--- config.mk ---
export PLATFORM = sky130hd
export DESIGN_NAME = fp_mul_arbiter
export DESIGN_NICKNAME = d
export VERILOG_FILES = /design/src/rtl/fp_mul_arbiter.sv
export SDC_FILE = /design/constraint.sdc
export NUM_CORES = 1
export LEC_CHECK = 0
export BUFFER_PORTS_ARGS = -buffer_cell sky130_fd_sc_hd__clkbuf_2
export CELL_PAD_IN_SITES_DETAIL_PLACEMENT = 2
export CELL_PAD_IN_SITES_GLOBAL_PLACEMENT = 2
export CORE_AREA = 2 2 161 163
export CTS_BUF_LIST = sky130_fd_sc_hd__clkbuf_8 sky130_fd_sc_hd__clkbuf_16
export DETAILED_ROUTE_END_ITERATION = 10
export DIE_AREA = 0 0 163 165
export PLACE_DENSITY = 0.84
export SLEW_MARGIN = 30
export SYNTH_ARGS = -nofsm -noshare
export SYNTH_HDL_FRONTEND = slang
export SYNTH_SLANG_ARGS = --single-unit
--- constraint.sdc ---
create_clock -name clk -period 11.63 [get_ports clk]
set_input_delay 2.326 -clock clk [delete_from_list [all_inputs] [get_ports clk]]
set_output_delay 2.326 -clock clk [all_outputs]
set_load 0.03 [all_outputs]
--- src/rtl/fp_mul_arbiter.sv ---
// Round-robin arbiter that shares one FP multiplier among NUM_REQ clients.
// Each granted operation is sequenced start -> done -> response, with a wait timeout.
module fp_mul_arbiter #(
    parameter int NUM_REQ     = 4,
    parameter int ID_W        = 2,
    parameter int TIMEOUT_CYC = 64
) (
    input  logic                    clk,
    input  logic                    rst,
    input  logic [NUM_REQ-1:0]      req_valid_i,
    output logic [NUM_REQ-1:0]      req_ready_o,
    input  logic [NUM_REQ*32-1:0]   req_a_i,
    input  logic [NUM_REQ*32-1:0]   req_b_i,
    output logic                    mul_start_o,
    output logic [31:0]             mul_a_o,
    output logic [31:0]             mul_b_o,
    input  logic                    mul_done_i,
    input  logic                    mul_nan_i,
    input  logic                    mul_inf_i,
    input  logic                    mul_ovf_i,
    input  logic                    mul_unf_i,
    input  logic [31:0]             mul_product_i,
    output logic                    resp_valid_o,
    input  logic                    resp_ready_i,
    output logic [ID_W-1:0]         resp_id_o,
    output logic [31:0]             resp_product_o,
    output logic [4:0]              resp_flags_o,
    output logic                    busy_o
);

    // state   | meaning
    // S_IDLE  | no operation; combinational one-hot grant offered
    // S_ISSUE | operands latched, start pulse high this cycle
    // S_WAIT  | waiting for done, wait counter running
    // S_RESP  | response held until resp_ready_i
    typedef enum logic [1:0] {S_IDLE, S_ISSUE, S_WAIT, S_RESP} state_t;

    localparam int              CNT_W           = $clog2(TIMEOUT_CYC);
    localparam logic [CNT_W-1:0] CNT_LAST       = CNT_W'(TIMEOUT_CYC - 1);
    localparam logic [ID_W:0]   NREQ            = (ID_W + 1)'(NUM_REQ);
    localparam logic [ID_W-1:0] ID_LAST         = ID_W'(NUM_REQ - 1);
    localparam logic [31:0]     TIMEOUT_PRODUCT = 32'h7FC0_0000;

    state_t            state_q;
    logic [ID_W-1:0]   rr_q;
    logic [CNT_W-1:0]  cnt_q;
    logic              start_q;
    logic [31:0]       a_q;
    logic [31:0]       b_q;
    logic [ID_W-1:0]   id_q;
    logic [31:0]       prod_q;
    logic [4:0]        flags_q;
    logic              valid_q;
    logic              busy_q;

    logic [ID_W-1:0]   grant_id;
    logic              grant_hit;
    logic [ID_W:0]     scan_idx;
    logic [ID_W-1:0]   rr_d;

    // First valid requester at or after rr_q, wrapping modulo NUM_REQ.
    always_comb begin
        grant_id  = '0;
        grant_hit = 1'b0;
        scan_idx  = '0;
        for (int i = 0; i < NUM_REQ; i++) begin
            scan_idx = {1'b0, rr_q} + (ID_W + 1)'(i);
            if (scan_idx >= NREQ) begin
                scan_idx = scan_idx - NREQ;
            end
            if (!grant_hit && req_valid_i[scan_idx[ID_W-1:0]]) begin
                grant_hit = 1'b1;
                grant_id  = scan_idx[ID_W-1:0];
            end
        end
    end

    assign rr_d = (grant_id == ID_LAST) ? '0 : grant_id + ID_W'(1);

    // Gated by rst so that every output reads zero while reset is held.
    assign req_ready_o = (state_q == S_IDLE && grant_hit && !rst) ?
                         (NUM_REQ'(1) << grant_id) : '0;

    always_ff @(posedge clk or posedge rst) begin
        if (rst) begin
            state_q <= S_IDLE;
            rr_q    <= '0;
            cnt_q   <= '0;
            start_q <= 1'b0;
            a_q     <= '0;
            b_q     <= '0;
            id_q    <= '0;
            prod_q  <= '0;
            flags_q <= '0;
            valid_q <= 1'b0;
            busy_q  <= 1'b0;
        end else begin
            start_q <= 1'b0;
            case (state_q)
                S_IDLE: begin
                    if (grant_hit) begin
                        a_q     <= req_a_i[{grant_id, 5'd0} +: 32];
                        b_q     <= req_b_i[{grant_id, 5'd0} +: 32];
                        id_q    <= grant_id;
                        rr_q    <= rr_d;
                        start_q <= 1'b1;
                        busy_q  <= 1'b1;
                        state_q <= S_ISSUE;
                    end
                end
                S_ISSUE: begin
                    cnt_q   <= '0;
                    state_q <= S_WAIT;
                end
                S_WAIT: begin
                    cnt_q <= cnt_q + CNT_W'(1);
                    // done takes priority over an expiring counter in the same cycle
                    if (mul_done_i) begin
                        prod_q  <= mul_product_i;
                        flags_q <= {1'b0, mul_nan_i, mul_inf_i, mul_ovf_i, mul_unf_i};
                        valid_q <= 1'b1;
                        state_q <= S_RESP;
                    end else if (cnt_q == CNT_LAST) begin
                        prod_q  <= TIMEOUT_PRODUCT;
                        flags_q <= 5'b10000;
                        valid_q <= 1'b1;
                        state_q <= S_RESP;
                    end
                end
                S_RESP: begin
                    if (resp_ready_i) begin
                        valid_q <= 1'b0;
                        busy_q  <= 1'b0;
                        state_q <= S_IDLE;
                    end
                end
                default: begin
                    state_q <= S_IDLE;
                end
            endcase
        end
    end

    assign mul_start_o    = start_q;
    assign mul_a_o        = a_q;
    assign mul_b_o        = b_q;
    assign resp_valid_o   = valid_q;
    assign resp_id_o      = id_q;
    assign resp_product_o = prod_q;
    assign resp_flags_o   = flags_q;
    assign busy_o         = busy_q;

endmodule

==> impl_metrics.tcl <==
set metrics [dict create \
    hold_violations 0 \
    syn_inst 550 \
    status "complete, no violations" \
    antenna_left 0 \
    ys_warn_count 0 \
    syn_to_final_growth_pct 49.5 \
    portBuffers 409 \
    rsz0062_at_grt "false" \
    endpoint "req_ready_o[1]" \
    setup_viol 0 \
    gp_routability_congestion 0.799 \
    irDropWorstVdd_mv 0.0932 \
    gr-usage-all-layers_pct 19.2 \
    fmax_mhz 142 \
    post-place-cells 1245 \
    post-route-period-util_pct 60.6 \
    crit_chain "clkbuf_2 -> nor4_2 -> nand2b_2 -> buf_4 -> inv_2 -> buf_4 -> and3_1 -> clkbuf_2" \
    diodes 0 \
    hold_path_class "reg -> reg" \
    power.density_nw_per_um2 308 \
    synth_area_leaders "dfrtp_1 (49%), mux2i_1 (11%), a221oi_1 (9.6%)" \
    fin_skew_ns 0.00848 \
    syn-mean-instance-area_um2 10.7 \
    reg2reg_to "mul_a_o[22]" \
    timing.rr.start "state_q[0]" \
    synth_flop_cell "dfrtp_1" \
    dp_hpwl_um 20500 \
    ys_seq_area_share_pct 49.5 \
    cap_violations 0 \
    ys_async_sr_fraction_pct 100 \
    final.min_clock_period_ns 7.05 \
    setup_ws_ns 4.58 \
    slew_headroom_pct 41.6 \
    drt_wl_total_um 26900 \
    yosys_register_bits 116 \
    start_util_pct 23.4 \
    startpoint "req_valid_i[2]" \
    fin_tns_setup_ns 0 \
    path_max_fanout 73 \
    slowest_stage "buf_4" \
    drtIter0Drc 293 \
    syn_area_um2 5870 \
    route.vias.total 6310 \
    max_stage_delay_ns 0.63 \
    antenna_found_initial 0 \
    layout_commonest_cell "clkbuf_2" \
    grt_max_degree 74 \
    final_max_slew_viol_count 0 \
    fin_cells 1277 \
    p_leak_uw 0.00447 \
    crit_family "buffers and inverters" \
    grt_overflow 0 \
    drt-vias-per-instance 4.94 \
    fp.dieH_um 165 \
    r2r_cells 9 \
    cp_data_arrival_time_ns 4.72 \
    syn_nets 857 \
    path_clk_slew_ns 0.06 \
    critPathBufInv 5 \
    ios 410 \
    synth.largest_area_cell "dfrtp_1" \
    die-area_um2 26900 \
    core-area_um2 25000 \
    clock_latency_ns 0.41 \
    crit_path_start_kind "primary input" \
    path_depth 8 \
    cts-buffers-inserted 17 \
    final_cell_mix "clkbuf_2 (409), dfrtp_1 (116), nor2_1 (72)" \
    reg2reg_setup_slack_ns 8.33 \
    synth_top_area_share_pct 49.5 \
    grt_pass1_wl_um 39100 \
    crit_path_end_kind "output pin" \
    rows 58 \
    placed_cell_area_um2 8150 \
    crit_required_ns 9.30 \
    die_w_um 163 \
    postCtsHoldBufs 0 \
    drive_gt1_share_pct 48.6 \
    final_nets 1241 \
    grt_pass1_vias 6894 \
    worst_pin_slew_ns 0.876 \
    first_pass_iters 5 \
    clock_sinks 116 \
    pre_cts_ws_ns 4.63 \
    cts_tree "yes" \
    cts_resized 0 \
    post_drt_wl_per_cell_um 21.1 \
    fin_area_um2 8770 \
    synth_cell_types 38 \
    synth_edf_count 0 \
    clockRootBuffer "clkbuf_16" \
    crit_type "in -> out" \
    clockBufferDepth 2 \
    drcViolationCount 0 \
    whs_ns 0.479 \
    h-tree-depth 4 \
    post_cts_buffers 0 \
]
==> how the worst min path moves through the flow <==
stage | startpoint | end | slack (ns) | depth (start not counted)
after floorplan | cnt_q[2] | cnt_q[2] | 0.47 | 1
after global placement | resp_id_o[1] | resp_id_o[1] | 0.46 | 2
after detailed placement | resp_id_o[1] | resp_id_o[1] | 0.47 | 2
after CTS | resp_id_o[1] | resp_id_o[1] | 0.49 | 2
after global routing | resp_id_o[1] | resp_id_o[1] | 0.52 | 2
final | resp_id_o[1] | resp_id_o[1] | 0.48 | 2
==> worst min-delay path, cell delays in order (launching register included) <==
cell     delay [ns]
dfrtp_1        0.34
nand2_1        0.05
nand2_1        0.05
==> per-layer routing <==
| layer | part of all wire (%) | global-route usage (%) | wire length [µm] |
|---|---|---|---|
| met1 | 39 | 22.2 | 10500 |
| met2 | 53 | 35.1 | 14300 |
| met3 | 5.8 | 3.59 | 1560 |
| met4 | 2.2 | 7.00 | 604 |
| met5 | 0 | 0 | 0 |
==> stage by stage <==
step / total power [µW] / util [%]
2_1_floorplan: 1700 / -
3_3_place_gp: 2100 / 32.5
3_5_place_dp: 2170 / 32.5
4_1_cts: 2740 / 35.0
5_1_grt: 2870 / 35.0
6_report: 2710 / 35.0
==> power breakdown <==
part           internal (µW)  switching [µW]
Sequential               604             122
Clock                    344             217
Combinational            473             946
Total                   1420            1290
==> cells in the mapped netlist, types with 2 or more instances <==
library cell,instances
dfrtp_1,116
nor2_1,72
mux2i_1,66
o22ai_1,65
a221oi_1,64
a22o_1,29
buf_2,22
clkbuf_1,22
nand2_1,16
o21ai_0,10
o22a_1,10
inv_1,8
ha_1,7
a21oi_1,6
and3_1,5
buf_4,3
buf_6,3
nor2b_1,3
buf_1,2
nand2b_1,2
nand3_1,2
==> logic make-up (layout without fill, tap and decap cells) <==
kind of cell / after synthesis / after routing / synth area share, %
AO/OA/AOI/OAI: 190 / 190 / 24.5
XOR/XNOR: 1 / 1 / 0.149
adder cells (fa/ha/maj): 7 / 7 / 1.49
buffers and inverters: 61 / 458 / 4.95
flip-flops: 116 / 116 / 49.5
multiplexers: 67 / 67 / 11.5
AND/OR/NAND/NOR: 108 / 108 / 7.95
==> registers in the layout (all words and copies together), names as in the netlist, 2 cells and up <==
register        cells
mul_a_o            32
resp_flags_o        5
resp_id_o           2
resp_product_o     32
cnt_q               6
mul_b_o            32
rr_q                2
state_q             2
==> cell type report <==
cell class              count  area [µm²]
clock inverters            15         194
inverters                   9        36.3
fillers                  2855       16300
well taps                 330         413
repair buffers            417        2110
multi-input cells         373        2690
clock buffers              17         425
flip-flops and latches    116        2900
Note: power is estimated with default switching activity, not from simulation.
